## src/rtl/window_gen.sv

```systemverilog
// Raster-scan 3x3 window generator: two line buffers and a 3x3 shift window per
// channel, emitting a packed IN_CH x 3 x 3 window for every unpadded position.
module window_gen #(
  parameter int DATA_W = 8,
  parameter int IN_CH  = 3,
  parameter int IMG_W  = 8,
  parameter int IMG_H  = 8
) (
  input  logic                      clk,
  input  logic                      rstn,
  input  logic                      valid_in,
  input  logic [IN_CH*DATA_W-1:0]   pix_in,
  output logic                      valid_out,
  output logic [IN_CH*DATA_W*9-1:0] window_out,
  output logic                      frame_done
);

  localparam int CW = (IMG_W > 1) ? $clog2(IMG_W) : 1;
  localparam int RW = (IMG_H > 1) ? $clog2(IMG_H) : 1;
  localparam int WW = IN_CH * DATA_W * 9;

  localparam logic [CW-1:0] COL_LAST  = CW'(IMG_W - 1);
  localparam logic [RW-1:0] ROW_LAST  = RW'(IMG_H - 1);
  localparam logic [CW-1:0] COL_FIRST = CW'(2);
  localparam logic [RW-1:0] ROW_FIRST = RW'(2);

  logic [CW-1:0] col_q, col_d;
  logic [RW-1:0] row_q, row_d;
  logic          valid_out_q, frame_done_q;
  logic [WW-1:0] window_q, window_d;
  logic          emit, last_pix;

  logic [DATA_W-1:0] line0_q [IN_CH][IMG_W];
  logic [DATA_W-1:0] line1_q [IN_CH][IMG_W];
  logic [DATA_W-1:0] win_q   [IN_CH][3][3];
  logic [DATA_W-1:0] win_d   [IN_CH][3][3];

  always_comb begin
    // NOTE: every always_comb output gets a default first so no path infers a latch.
    col_d    = col_q;
    row_d    = row_q;
    win_d    = win_q;
    window_d = '0;
    emit     = valid_in && (row_q >= ROW_FIRST) && (col_q >= COL_FIRST);
    last_pix = valid_in && (row_q == ROW_LAST) && (col_q == COL_LAST);

    if (valid_in) begin
      if (col_q == COL_LAST) begin
        col_d = '0;
        row_d = (row_q == ROW_LAST) ? '0 : row_q + RW'(1);
      end else begin
        col_d = col_q + CW'(1);
      end

      for (int ch = 0; ch < IN_CH; ch++) begin
        for (int r = 0; r < 3; r++) begin
          win_d[ch][r][0] = win_q[ch][r][1];
          win_d[ch][r][1] = win_q[ch][r][2];
        end
        win_d[ch][0][2] = line0_q[ch][col_q];
        win_d[ch][1][2] = line1_q[ch][col_q];
        win_d[ch][2][2] = pix_in[DATA_W*(IN_CH-ch)-1 -: DATA_W];
      end
    end

    // The registered output captures the window as it looks after this shift.
    for (int ch = 0; ch < IN_CH; ch++) begin
      for (int r = 0; r < 3; r++) begin
        for (int c = 0; c < 3; c++) begin
          window_d[DATA_W*9*(IN_CH-ch) - DATA_W*(r*3+c) - 1 -: DATA_W] = win_d[ch][r][c];
        end
      end
    end
  end

  // NOTE: sequential state uses non-blocking assignments so all registers update together.
  always_ff @(posedge clk or negedge rstn) begin
    if (!rstn) begin
      col_q        <= '0;
      row_q        <= '0;
      valid_out_q  <= 1'b0;
      frame_done_q <= 1'b0;
      window_q     <= '0;
    end else begin
      col_q        <= col_d;
      row_q        <= row_d;
      valid_out_q  <= emit;
      frame_done_q <= last_pix;
      if (emit) window_q <= window_d;
    end
  end

  // NOTE: line buffers and shift window are deliberately left unreset; the row/col
  // gating guarantees no stale entry ever reaches an emitted window.
  always_ff @(posedge clk) begin
    win_q <= win_d;
    if (valid_in) begin
      for (int ch = 0; ch < IN_CH; ch++) begin
        line0_q[ch][col_q] <= line1_q[ch][col_q];
        line1_q[ch][col_q] <= pix_in[DATA_W*(IN_CH-ch)-1 -: DATA_W];
      end
    end
  end

  assign valid_out  = valid_out_q;
  assign frame_done = frame_done_q;
  assign window_out = window_q;

endmodule
```

## config.mk

```make
export PLATFORM = sky130hd
export DESIGN_NAME = window_gen
export DESIGN_NICKNAME = d
export VERILOG_FILES = /design/src/rtl/window_gen.sv
export SDC_FILE = /design/constraint.sdc
export NUM_CORES = 1
export LEC_CHECK = 0
export BUFFER_PORTS_ARGS = -buffer_cell sky130_fd_sc_hd__buf_2
export CORE_ASPECT_RATIO = 1.1
export CORE_MARGIN = 1.5
export CORE_UTILIZATION = 53
export CTS_CLUSTER_SIZE = 8
export DETAILED_ROUTE_END_ITERATION = 8
export PLACE_DENSITY = 0.72
export SYNTH_ARGS = -nofsm -noshare
export SYNTH_HDL_FRONTEND = slang
export SYNTH_SLANG_ARGS = --single-unit
```

## constraint.sdc

```tcl
create_clock -name clk -period 5.5 [get_ports clk]
set_input_delay 0.825 -clock clk [delete_from_list [all_inputs] [get_ports clk]]
set_output_delay 0.825 -clock clk [all_outputs]
set_load 0.005 [all_outputs]
```

==> flow_metrics.env <==
export IMPL_grt_pass1_wl_mm=104
export IMPL_grt_usage=0.234
export IMPL_port_buffers=244
export IMPL_vdd_drop_max_uv=351
export IMPL_syn_area_per_cell_sq_um=15.9
export IMPL_grt_max_degree=191
export IMPL_num_vias=17029
export IMPL_p_clk_frac=0.287
export IMPL_drcViolationCount=0
export IMPL_hold_viol=0
export IMPL_path_buf_inv=1
export IMPL_p_leak_nw=13.6
export IMPL_rows=91
export IMPL_p_total_mw=21.8
export IMPL_drive_gt1_frac=0.309
export IMPL_viasPerCell=5.67
export IMPL_final_setup_tns_ps=0
export IMPL_ctsResizeCount=0
export IMPL_critPathTopFamily="simple AND/OR/NAND/NOR gates"
export IMPL_period_needed_ps=3360
export IMPL_cts_sinks=824
export IMPL_yosys_cell_count_top_type="edfxtp_1"
export IMPL_slew_viol_final=0
export IMPL_power_net_switching_mw=6.78
export IMPL_io_pin_count=245
export IMPL_synth_edff_count=384
export IMPL_crit_arrival_ps=3690
export IMPL_htree_levels=3
export IMPL_rsz0062_at_grt="false"
export IMPL_max_cap_violations=0
export IMPL_first_iter_violations=1226
export IMPL_core_area_sq_mm=0.0564
export IMPL_clk_pin_slew_worst_paths_ps=50
export IMPL_status="finished clean"
export IMPL_worst_pin_slew_ps=1220
export IMPL_combPwrFrac=0.268
export IMPL_fin_worst_skew_ps=26.3
export IMPL_power_per_cell_area_mw_per_mm2=616
export IMPL_regArea_sq_mm=0.0215
export IMPL_slew_headroom=0.190
export IMPL_postCtsSetupBuffers=0
export IMPL_synth_nets=1942
export IMPL_pwr_share_seq=0.445
export IMPL_crit_type="flop to flop"
export IMPL_intPower_mw=15.0
export IMPL_yosysSeqAreaShare=0.706
export IMPL_netlist_instances=1910
export IMPL_cp_end_kind="flop"
export IMPL_drtAntennaViolNets=0
export IMPL_cts_buffers=112
export IMPL_grt_ovfl_total=0
export IMPL_synth_commonest_cells="384 x edfxtp_1, 254 x mux2_2, 224 x dfrtp_1"
export IMPL_clkLatencyLatePin_ps=650
export IMPL_die_w_um=231
export IMPL_critPathLaunchType="flop"
export IMPL_initial_core_util=0.539
export IMPL_synthTopCellsByArea="edfxtp_1 38%, dfrtp_1 18%, dfxtp_1 14%"
export IMPL_whs_ps=195
export IMPL_place_congestion=0.779
export IMPL_firstDrtPassIters=5
export IMPL_synth_async_sr_flop_share=0.272
export IMPL_die_area_sq_mm=0.0588
export IMPL_cp_required_ps=5830
export IMPL_routed_wl_mm=68.5
export IMPL_dp_hpwl_mm=42.2
export IMPL_min_path_type="input pin to asynchronous set/reset pin"
export IMPL_finalSetupViolations=0
export IMPL_dpl_cell_count=2810
export IMPL_ys_seq_elements=824
export IMPL_ys_flop_type="edfxtp_1"
export IMPL_crit_slowest_cell="dfrtp_4"
export IMPL_cts_hold_buf=0
export IMPL_swShare=0.311
export IMPL_finalCritPeriodShare=0.611
export IMPL_wire_per_inst_um=22.8
export IMPL_nets=2212
export IMPL_cts_tree="done"
export IMPL_multi_input_area_sq_mm=0.00816
export IMPL_antenna_cells=0
export IMPL_synth_area_sq_mm=0.0304
export IMPL_root_buffer="clkbuf_16"
export IMPL_yosysUniqueCellTypes=53
export IMPL_yosysTopAreaCell="edfxtp_1"
export IMPL_grt_pass1_vias=17560
export IMPL_cp_slowest_stage_delay_ps=980
export IMPL_die_h_um=254
export IMPL_critical_path_cell_chain="and2_4, nand2_1, nor2_4, buf_4"
export IMPL_cts_buffer_depth=3
export IMPL_cp_max_fo=59
export IMPL_instances_no_fill=3006
export IMPL_antenna_found_initial=1
export IMPL_yosys_area_top_type_share=0.379
export IMPL_fmax_mhz=298
export IMPL_fill_cells=4073
export IMPL_place_ws_ps=2070
export IMPL_syn2layout_area_growth_pct=16.5
export IMPL_layout_setup_ws_ps=2140
export IMPL_synth_warnings=0
==> routing by layer <==
| layer | track usage | vias up | routed length (um) | share of wire |
|---|---|---|---|---|
| li1 | - | 7711 | - | - |
| met1 | 0.295 | 8645 | 27600 | 0.40 |
| met2 | 0.399 | 554 | 34300 | 0.50 |
| met3 | 0.0489 | 119 | 4320 | 0.063 |
| met4 | 0.0889 | 0 | 2230 | 0.033 |
| met5 | 0 | - | 0 | 0 |
==> cells in the final DEF, fill, tap and decap left out, types with 78 or more instances in the layout <==
cell type,synthesis,routed
buf_2,49,242
nor2_1,95,88
dfxtp_1,216,216
dfrtp_1,224,221
clkbuf_1,21,78
mux2_1,119,119
edfxtp_1,384,384
clkbuf_16,0,116
mux2_2,254,254
mux2i_1,82,82
==> state kept, by name, indices dropped and copies added (netlist names) <==
register,cells
window_out,216
col_q,3
line1_q,192
valid_out,1
win_q,216
row_q,3
frame_done,1
line0_q,192
==> path summary, 6_finish.rpt <==
kind | slack [ps] | cells past startpoint | start | endpoint
setup / recovery | 2140 | 4 | col_q[2] | line0_q[0][138]
hold / removal | 190 | 1 | rstn | window_out[201]
setup reg to reg | 2140 | 4 | col_q[2] | line0_q[0][138]
hold reg to reg | 470 | 1 | win_q[192] | win_q[192]
max in group asynchronous | 4010 | 2 | rstn | window_out[17]
min in group clk | 470 | 1 | win_q[192] | win_q[192]
==> stage by stage <==
step                utilization  cell area, sq um
finish                    0.628             35400
floorplan                     -             30400
detailed placement        0.571             32200
global route              0.628             35400
CTS                       0.628             35400
global placement          0.571             32200
==> power groups by stage <==
stage | clock, mW | sequential (mW) | combinational, mW
after floorplan | 0 | 9.45 | 3.75
after global placement | 0 | 9.73 | 5.66
after detailed placement | 0 | 9.81 | 5.85
after CTS | 6.34 | 9.73 | 5.90
after global routing | 6.62 | 9.91 | 6.33
final | 6.26 | 9.71 | 5.84
==> cell type report <==
type	count	share of cell area
Sequential cell	824	0.606
Multi-Input combinational cell	945	0.230
Clock buffer	194	0.0902
Timing Repair Buffer	272	0.0431
Tap cell	744	0.0263
Inverter	25	0.00286
Clock inverter	2	0.000707
==> cells by family after synthesis <==
family,Yosys count,share of synthesized area
compound gates,279,0.0681
fa+ha+maj,5,0.00206
buf+inv,141,0.0282
flops,824,0.706
mux,458,0.167
simple gates,203,0.0291
==> worst register-to-register path, cell delays in order (launching register included) <==
cell and delay [ps]:
dfrtp_4 980, and2_4 670, nand2_1 240, nor2_4 770, buf_4 380
(Power assumes the default switching activity.)
